`src/rtl/divu.sv`:
```
`default_nettype none
// ============================================================================
// Module      : divu
// Description : Multi-cycle unsigned restoring divider. A start request in
//               IDLE launches N shift-subtract steps on a 2N-bit combined
//               remainder/quotient register; the result is published on
//               entry to DONE, which lasts exactly one cycle.
// Revision    : 1.0 - initial release
// ============================================================================
module divu #(
  parameter int N = 32
) (
  input  logic         clk,
  input  logic         reset,
  input  logic [N-1:0] a,
  input  logic [N-1:0] b,
  input  logic         doDiv,
  output logic [N-1:0] quotient,
  output logic [N-1:0] remainder,
  output logic         div_done,
  output logic         busy,
  output logic         div_by_zero
);

  localparam int CW = $clog2(N) + 1;

  localparam logic [1:0] c_idle = 2'd0;
  localparam logic [1:0] c_run  = 2'd1;
  localparam logic [1:0] c_done = 2'd2;

  localparam logic [CW-1:0] c_last_step = CW'(N - 1);

  logic [1:0]     r_state;
  logic [N-1:0]   r_d;
  logic [2*N-1:0] r_rq;
  logic [CW-1:0]  r_cnt;
  logic [N-1:0]   r_quot;
  logic [N-1:0]   r_rem;
  logic           r_dbz;

  // Shifted partial remainder including the bit leaving the register. At
  // step k the partial remainder is below 2^k, so that top bit is always
  // zero and this equals the zero-extended upper half of the shifted value.
  logic [N:0]     w_top;
  logic [N:0]     w_t;
  logic [2*N-1:0] w_rq_next;

  // One restoring step: subtract if it fits, shifting in a quotient one.
  always_comb begin
    w_top     = r_rq[2*N-1:N-1];
    w_t       = w_top - {1'b0, r_d};
    w_rq_next = {r_rq[2*N-2:0], 1'b0};
    if (!w_t[N]) begin
      w_rq_next = {w_t[N-1:0], r_rq[N-2:0], 1'b1};
    end
  end

  // Control FSM, datapath registers and registered results.
  always_ff @(posedge clk) begin
    if (!reset) begin
      r_state <= c_idle;
      r_d     <= '0;
      r_rq    <= '0;
      r_cnt   <= '0;
      r_quot  <= '0;
      r_rem   <= '0;
      r_dbz   <= 1'b0;
    end else begin
      case (r_state)
        c_idle: begin
          if (doDiv) begin
            if (b == '0) begin
              // Divide by zero completes immediately with all-ones quotient.
              r_quot  <= '1;
              r_rem   <= a;
              r_dbz   <= 1'b1;
              r_state <= c_done;
            end else begin
              r_d     <= b;
              r_rq    <= {{N{1'b0}}, a};
              r_cnt   <= '0;
              r_dbz   <= 1'b0;
              r_state <= c_run;
            end
          end
        end
        c_run: begin
          r_rq  <= w_rq_next;
          r_cnt <= r_cnt + CW'(1);
          if (r_cnt == c_last_step) begin
            r_rem   <= w_rq_next[2*N-1:N];
            r_quot  <= w_rq_next[N-1:0];
            r_state <= c_done;
          end
        end
        c_done: begin
          r_state <= c_idle;
        end
        default: begin
          r_state <= c_idle;
        end
      endcase
    end
  end

  // Status outputs are pure decodes of the state register.
  always_comb begin
    busy     = (r_state == c_run);
    div_done = (r_state == c_done);
  end

  assign quotient    = r_quot;
  assign remainder   = r_rem;
  assign div_by_zero = r_dbz;

endmodule
`default_nettype wire
```
`config.mk`:
```
export PLATFORM = sky130hd
export DESIGN_NAME = divu
export DESIGN_NICKNAME = d
export VERILOG_FILES = /design/src/rtl/divu.sv
export SDC_FILE = /design/constraint.sdc
export NUM_CORES = 1
export LEC_CHECK = 0
export CAP_MARGIN = 20
export CORE_MARGIN = 2
export CORE_UTILIZATION = 60
export CTS_BUF_LIST = sky130_fd_sc_hd__clkbuf_8
export DETAILED_ROUTE_END_ITERATION = 16
export GPL_ROUTABILITY_DRIVEN = 0
export PLACE_DENSITY = 0.9
export SETUP_SLACK_MARGIN = 0.05
export SLEW_MARGIN = 10
export SYNTH_ARGS = -nofsm -noshare
export SYNTH_HDL_FRONTEND = slang
export SYNTH_SLANG_ARGS = --single-unit
```
`constraint.sdc`:
```
create_clock -name clk -period 9.2 [get_ports clk]
set_input_delay 0.92 -clock clk [delete_from_list [all_inputs] [get_ports clk]]
set_output_delay 0.92 -clock clk [all_outputs]
set_load 0.02 [all_outputs]
```
==> results_dict.tcl, run 1 <==
set metrics [dict create \
    fin_cells 1371 \
    firstDrtPassIters 5 \
    hold_path.class "reg -> reg" \
    grt_pass1_wl_um 38100 \
    gr-total-overflow 0 \
    fin_crit_ps 4080 \
    antenna_found_initial 0 \
    area_growth_pct 20.7 \
    fin_crit_sh 0.443 \
    synth-async-reset-ratio 0 \
    dieArea_sq_um 15100 \
    coreArea_sq_um 13800 \
    placed_cells 1340 \
    synth_cell_types 57 \
    power.density_nw_per_um2 298 \
    clockRootBuffer "clkbuf_8" \
    drv_slew 0 \
    drc 0 \
    setup.worst_path.start "r_rq[31]" \
    ys_seq_area_frac 0.399 \
    setup_viol 0 \
    cap_violations 0 \
    postCtsSetupBuffers 0 \
    setup_tns_ps 0 \
    cp-end-kind "flip-flop" \
    yosys_warnings 0 \
    slowest_stage "xor2_2" \
    worst_ep_required_time_ps 9590 \
    vias 8400 \
    io_pins 134 \
    layout-drive-gt1-share 0.0638 \
    yosysTopAreaCell "dfxtp_1" \
    start_kind "flip-flop" \
    dieHeight_um 123 \
    synth.most_common_cell "nand2_1" \
    wire_per_inst_um 17.4 \
    grt_pass1_vias 7940 \
    grt_max_degree 105 \
    synth_commonest_cells "nand2_1, dfxtp_1, a21oi_1" \
    crit_fanout 19 \
    hold_start "quotient[29]" \
    clock_skew_ps 11.5 \
    hold_viol_final 0 \
    dpl.hpwl_um 16600 \
    dp_slack_ps 5240 \
    cts.reportedPaths.clkPinSlew_ps 90 \
    nFillCells 1029 \
    synthTopCellsByArea "dfxtp_1, nand2_1, a21oi_1, o21ai_0, ha_1" \
    drt_iter0_drc 939 \
    ys.flop_type "dfxtp_1" \
    die_w_um 123 \
    synth_edf_count 0 \
    fp-row-count 43 \
    critPathArrivalTime_ps 4460 \
    wirelength_um 23900 \
    tightestPinTransition_ps 1100 \
    whs_ps 452 \
    yosysTopAreaCellShare 0.399 \
    clk_path_buf_depth 2 \
    regToRegStartpoint "r_rq[31]" \
    initial_utilization 0.613 \
    vias_per_cell 6.13 \
    groute.usage.overall 0.319 \
    cts_tree "done" \
    layout.nets 1280 \
    cts_sinks 169 \
    maxSlewHeadroom 0.264 \
    post_cts_resize_count 0 \
    synth_area_per_cell_sq_um 7.75 \
    portBuffers 133 \
    dpl_cell_area_sq_um 9860 \
    setup_ws_ps 5120 \
    cts_hold_buf 0 \
    clkLatencyLatePin_ps 460 \
    syn-num-nets 1195 \
    critical_path_class "reg -> reg" \
    rsz0062_at_grt "no" \
    syn_inst 1094 \
    numCtsBuffers 17 \
    diodes 0 \
    max_stage_delay_ps 520 \
    maxClockFrequency_ghz 0.245 \
    power_leakage_nw 3.78 \
    status "complete, no violations" \
    ant_nets 0 \
    design_area_sq_um 10200 \
    syn-cell-area_sq_um 8480 \
    vdd_drop_max_uv 289 \
    path_cells "inv_1 > ha_1 > inv_1 > fa_1 > a211oi_2 > o21ai_2 > o2111ai_2 > a31oi_1 > a211o_1 > a41oi_4 > xor2_2 > buf_4 > mux2_2 > a31oi_1" \
    synth-seq-cells 169 \
    htreeDepth 4 \
]
## routing by layer
| layer | global-route usage | share of wire |
|---|---|---|
| met1 | 0.382 | 0.40 |
| met2 | 0.535 | 0.48 |
| met3 | 0.0669 | 0.066 |
| met4 | 0.172 | 0.049 |
| met5 | 0 | 0 |
## cell usage in the layout, fill, tap and decap left out, drive strengths merged, types with 3 or more instances in the layout
master	count
nand2	258
dfxtp	169
clkdlybuf4s50	133
a21oi	125
o21ai	88
nor2	53
a31oi	46
inv	44
a311oi	33
ha	33
mux2	25
nand3	19
xnor2	19
clkbuf	17
a21o	15
xor2	14
nand4	10
buf	10
nor4	9
nor3	7
nand2b	6
a211oi	5
o21a	4
or3	4
nor2b	4
and3	4
clkinv	4
a21boi	3
bufinv	3
## report_power, final
| part | internal, W | total [W] | switching (W) |
|---|---|---|---|
| Combinational | 0.000711 | 0.00167 | 0.000955 |
| Sequential | 0.000800 | 0.000866 | 0.0000660 |
| Clock | 0.000260 | 0.000523 | 0.000263 |
| Total | 0.00177 | 0.00305 | 0.00128 |
## worst max-delay path: cells and delay by family, from the launching register on
kind | cells | cell delay (ps)
buffers and inverters | 3 | 520
AOI/OAI and AO/OA | 7 | 1640
DFF | 1 | 320
muxes | 1 | 390
adders and majority gates | 2 | 590
xor gates and xnor gates | 1 | 520
## layout make-up
cell class                 count  area [sq um]  area share
tap                          180           225      0.0220
timing repair buffer         143          1430       0.139
multi-input combinational    810          4680       0.457
clock buffer                  17           234      0.0229
sequential                   169          3380       0.330
inverter                      38           144      0.0141
clock inverter                14           146      0.0143
## per-stage QoR
step / utilization / total power [W]
after global routing: 0.740 / 0.00324
after global placement: 0.711 / 0.00245
after floorplan: - / 0.00219
after CTS: 0.740 / 0.00301
final: 0.740 / 0.00305
after detailed placement: 0.713 / 0.00249
## state kept, by name, indices dropped and copies added (netlist names)
name	flops
div_by_zero	1
quotient	32
r_cnt	6
r_d	32
r_rq	64
r_state	2
remainder	32
## kinds of logic (layout without fill, tap and decap cells)
group                    after synthesis  after routing  share of synthesized area
AND/OR/NAND/NOR                      379            379                      0.185
AO/OA/AOI/OAI                        337            337                      0.241
flip-flops                           169            169                      0.399
buffers and inverters                115            212                     0.0537
adder cells (fa/ha/maj)               34             34                     0.0510
XOR/XNOR                              33             33                     0.0350
multiplexers                          27             27                     0.0356
## worst paths after layout
check                        to  slack (ps)  depth (start not counted)
setup reg to reg  remainder[18]        5120                         14
hold / removal     quotient[29]         450                          2
setup / recovery  remainder[18]        5120                         14
hold reg to reg    quotient[29]         450                          2
No activity file was read; power rests on OpenSTA's default activity.
==> run 2: changes to the inputs <==
CORE_UTILIZATION = 51   (was 60)
PLACE_DENSITY = 0.81   (was 0.9)
clock period = 3.3 ns   (was 9.2 ns; I/O delays follow)
==> run 2 against run 1 <==
  * Non-clock buffer count rose by 25
  * Count of clock-buffer cells in the layout rose by 1
  * Power rose to 3.4 times the previous value
  * Maximum frequency rose by 23%
  * Flip-flop and latch count did not move
  * Routed wire length rose by 1.4%
  * First-iteration DRC count fell by 22%
  * Register-to-register slack got worse by 5100 ps
  * Cell area rose by 6.3%
  * Utilization fell by 7.7 points
  * The run now ends with negative setup slack left
  * Clock skew rose by 1.2 ps
==> results_dict.tcl, run 2 (synthesized netlist as in run 1, its figures left out) <==
set metrics [dict create \
    status "complete, but fails checks" \
    violations "negative setup slack" \
    die_w_um 133 \
    mostFrequentLayoutCell "nand2_1" \
    hold_viol_final 0 \
    vias_per_cell 5.83 \
    cts_tree "done" \
    area_growth_pct 28.4 \
    layout-drive-gt1-share 0.116 \
    max_stage_delay_ps 360 \
    initial_utilization 0.517 \
    grt_use_met1 0.391 \
    vdd_drop_max_uv 680 \
    drc 0 \
    cp-end-kind "flip-flop" \
    timing.rr.end "remainder[9]" \
    grt_pass1_wl_um 37800 \
    drv_slew 0 \
    crit_fanout 5 \
    regToRegStartpoint "r_rq[31]" \
    clockRootBuffer "clkbuf_8" \
    coreArea_sq_um 16400 \
    portBuffers 133 \
    vias 8374 \
    power.density_nw_per_um2 953 \
    dpl.hpwl_um 16300 \
    grt_pass1_vias 7344 \
    start_kind "flip-flop" \
    hold_end "r_d[11]" \
    placed_cells 1395 \
    clk_path_buf_depth 2 \
    gr-total-overflow 0 \
    grt_max_degree 90 \
    power_leakage_nw 4.09 \
    crit_path_frequent_cell "inv_2" \
    dieArea_sq_um 17700 \
    diodes 0 \
    antenna_found_initial 0 \
    design_area_sq_um 10900 \
    drt_iter0_drc 736 \
    hold_path.class "in -> reg" \
    maxClockFrequency_ghz 0.301 \
    grtUsageMet2 0.382 \
    clkLatencyLatePin_ps 470 \
    clock_skew_ps 12.8 \
    r2r_slack_ps -20 \
    regMostFlops "r_rq" \
    cts_sinks 169 \
    fin_cells 1437 \
    cts.reportedPaths.clkPinSlew_ps 90 \
    layout.nets 1305 \
    r2r_cells 15 \
    setup_viol 4 \
    critical_path_class "reg -> reg" \
    hold_start "b[11]" \
    fin_crit_ps 3320 \
    firstDrtPassIters 5 \
    wirelength_um 24200 \
    maxSlewHeadroom 0.490 \
    tightestPinTransition_ps 763 \
    fp-row-count 47 \
    setup_ws_ps -24.8 \
    htreeDepth 4 \
    io_pins 134 \
    rsz0062_at_grt "yes" \
    dieHeight_um 133 \
    largest_reg_flops 64 \
    worst_ep_required_time_ps 3710 \
    grt_busiest_layer "met1" \
    fin_crit_sh 1.01 \
    slowest_stage "a211o_1" \
    final_cell_mix "nand2_1, dfxtp_1, clkdlybuf4s50_1" \
    path_cells "inv_2 > ha_4 > inv_2 > fa_2 > a211oi_2 > o21ai_2 > o2111ai_2 > a31oi_2 > a211o_1 > a41oi_4 > xor2_4 > buf_6 > clkbuf_16 > mux2_4 > a31oi_4" \
    cap_violations 0 \
    groute.usage.overall 0.265 \
    numCtsBuffers 17 \
    ant_nets 0 \
    use_met3 0.0625 \
    dpl_cell_area_sq_um 10100 \
    hold_depth 3 \
    wire_per_inst_um 16.8 \
    critPathArrivalTime_ps 3730 \
]
==> run 2: stage by stage <==
step                      setup TNS [ps]  hold slack, ps  power, W   util  worst slack (ps)
after floorplan                        0             436   0.00610      -               132
after global placement                 0             438   0.00725  0.614              72.1
after detailed placement               0             445   0.00736  0.614              1.05
after CTS                          -11.5             409   0.00960  0.649             -4.06
after global routing               -2190             434    0.0109  0.663              -105
final                              -41.2             427    0.0104  0.663             -24.8
==> run 2: report_power, final <==
group | switching (W) | internal (W) | total, W
clock | 0.000822 | 0.000791 | 0.00161
sequential | 0.000208 | 0.00223 | 0.00244
combinational | 0.00318 | 0.00314 | 0.00632
total | 0.00421 | 0.00616 | 0.0104
==> run 2: routing by layer <==
layer	up-vias	routed length, um	share of wire
li1	4065	-	-
met1	3861	11000	0.46
met2	399	10500	0.43
met3	49	2140	0.088
met4	0	515	0.021
met5	-	0	0
==> run 2: final cells by class <==
cell class                      count  area, sq um
Tap cell                          220          275
Fill cell                        1337         5520
Inverter                           38          144
Clock buffer                       18          248
Clock inverter                     14          185
Sequential cell                   169         3390
Timing Repair Buffer              168         1750
Multi-Input combinational cell    810         4900
==> run 2: worst max path at each step <==
stage	from	end	slack [ps]	cells after the start
floorplan	r_rq[31]	remainder[13]	130	15
global placement	r_rq[31]	remainder[21]	70	14
detailed placement	r_rq[31]	remainder[21]	1	14
CTS	r_rq[31]	remainder[20]	-4	15
global route	r_rq[31]	remainder[14]	-100	15
finish	r_rq[31]	remainder[9]	-20	15
==> run 2: what timing repair did <==
action                     4_1_cts  5_1_grt
pin swaps                       11       13
buffers inserted                 4        3
resized for setup               22       36
hold buffers                     0        0
cloned                           1        2
setup endpoints to repair       45       60
==> run 2: worst max-delay path, delay by kind of cell (launching register included) <==
family | cells | cell delay (ps)
XOR/XNOR | 1 | 230
multiplexers | 1 | 330
buffers and inverters | 4 | 400
AO/OA/AOI/OAI | 7 | 1500
adder cells (fa/ha/maj) | 2 | 470
flip-flops | 1 | 330
==> run 3: changes to the inputs <==
CORE_UTILIZATION = 56   (was 51)
PLACE_DENSITY = 0.85   (was 0.81)
SLEW_MARGIN = 15   (was 10)
clock period = 3.8 ns   (was 3.3 ns; I/O delays follow)
==> run 3 against run 2 <==
  * The flow now finishes without violations
  * Flip-flop and latch count did not move
  * Non-clock buffer count down 16
  * Sequential share of layout area up 1.5 points
  * Critical path depth decreased by 1
  * Utilization rose by 4.6 points
  * Highest routed layer unchanged
==> results_dict.tcl, run 3 (synthesized netlist as in run 1, its figures left out) <==
set metrics [dict create \
    status "complete, no violations" \
    drc 0 \
    cts_sinks 169 \
    wire_per_inst_um 17.2 \
    io_pins 134 \
    maxClockFrequency_ghz 0.281 \
    vias 8399 \
    layout-drive-gt1-share 0.0766 \
    grt_max_degree 73 \
    portBuffers 133 \
    critPathArrivalTime_ps 3940 \
    vias_per_cell 6.06 \
    firstDrtPassIters 7 \
    cts_tree "done" \
    largest_reg_flops 64 \
    rsz0062_at_grt "no" \
    tightestPinTransition_ps 832 \
    wirelength_um 23800 \
    grt_pass1_wl_um 38600 \
    clk_path_buf_depth 2 \
    fp-row-count 44 \
    cts_hold_buf 0 \
    max_stage_delay_ps 420 \
    dpl.hpwl_um 16900 \
    hold_viol_final 0 \
    die_w_um 127 \
    mostFrequentLayoutCell "nand2_1" \
    numCtsBuffers 17 \
    worst_ep_required_time_ps 4180 \
    clockRootBuffer "clkbuf_8" \
    whs_ps 455 \
    diodes 0 \
    maxSlewHeadroom 0.444 \
    regMostFlops "r_rq" \
    clock_skew_ps 20.9 \
    cap_violations 0 \
    start_kind "flip-flop" \
    setup_tns_ps 0 \
    ant_nets 0 \
    path_cells "inv_1 > ha_1 > inv_1 > fa_1 > a211oi_2 > o21ai_2 > o2111ai_2 > a31oi_1 > a211o_1 > a41oi_4 > xor2_2 > buf_6 > mux2_1 > a21oi_1" \
    area_growth_pct 22.5 \
    power.density_nw_per_um2 738 \
    crit_fanout 20 \
    path_delay_family "compound AO/OA/AOI/OAI gates" \
    dieHeight_um 127 \
    coreArea_sq_um 14600 \
    setup_viol 0 \
    drv_slew 0 \
    fin_crit_sh 0.938 \
    power_leakage_nw 3.83 \
    final_cell_mix "nand2_1, dfxtp_1, clkdlybuf4s50_1" \
    fin_crit_ps 3560 \
    cts.reportedPaths.clkPinSlew_ps 90 \
    postCtsSetupBuffers 0 \
    vdd_drop_max_uv 629 \
    path_buf_inv 3 \
    htreeDepth 4 \
    clkLatencyLatePin_ps 480 \
    hold_path.class "reg -> reg" \
    layout.nets 1289 \
    crit_path_frequent_cell "inv_1" \
    gr-total-overflow 0 \
    grt_pass1_vias 8000 \
    initial_utilization 0.579 \
    critical_path_class "reg -> reg" \
    dieArea_sq_um 16100 \
    drt_iter0_drc 670 \
    slowest_stage "fa_1" \
    cp-end-kind "flip-flop" \
    antenna_found_initial 0 \
    groute.usage.overall 0.296 \
]
[run 3: changes by cell type in the layout (fill, tap and decap cells not counted), moves of 5 or more]
cell,before,now
a21oi_1,107,124
mux2_4,21,0
buf_12,7,2
a21oi_2,17,0
mux2_2,4,22
a31oi_1,41,46
buf_4,22,16
[run 3: power by group]
part / internal [W] / switching, W
clock network: 0.000754 / 0.000715
registers: 0.00194 / 0.000176
logic: 0.00178 / 0.00230
[run 3: path summary, 6_finish.rpt]
check / slack, ps / depth (start not counted) / from / endpoint
min: 450 / 2 / quotient[18] / quotient[18]
max: 240 / 14 / r_rq[31] / r_rq[45]
max reg2reg: 240 / 14 / r_rq[31] / r_rq[45]
min reg2reg: 450 / 2 / quotient[18] / quotient[18]
[run 3: layer usage]
layer / vias up / share of wire / wire [um] / track usage
met2: 367 / 0.48 / 11500 / 0.508
met5: - / 0 / 0 / 0
met3: 86 / 0.058 / 1390 / 0.0494
met4: 0 / 0.048 / 1150 / 0.160
li1: 4014 / - / - / -
met1: 3932 / 0.41 / 9760 / 0.355
[run 3: timing repair]
action	in CTS	in global routing
endpoints found under the hold margin	0	0
gates resized for setup	0	1
setup endpoints to repair	0	5
[run 3: per-stage QoR]
stage,worst slack [ps],power (W),instance area [sq um],util,std cells
global placement,408,0.00601,9930,0.678,1353
finish,236,0.00767,10400,0.709,1385
detailed placement,250,0.00609,9930,0.678,1353
global route,82.7,0.00811,10400,0.709,1385
CTS,226,0.00756,10400,0.709,1385
floorplan,632,0.00529,8480,-,1094
[run 3: final cells by class]
class	instances	area [sq um]
multi-input combinational	810	4670
fill	1174	4260
sequential	169	3380
timing repair buffer	152	1500
clock buffer	18	248
tap	184	230
clock inverter	14	209
inverter	38	144
[run 3: worst reg2reg max path: cells and delay by family (launching register included)]
kind | cells | cell delay [ps]
AO/OA/AOI/OAI | 7 | 1590
adder cells (fa/ha/maj) | 2 | 570
multiplexers | 1 | 390
buffers and inverters | 3 | 380
flip-flops | 1 | 320
XOR/XNOR | 1 | 230
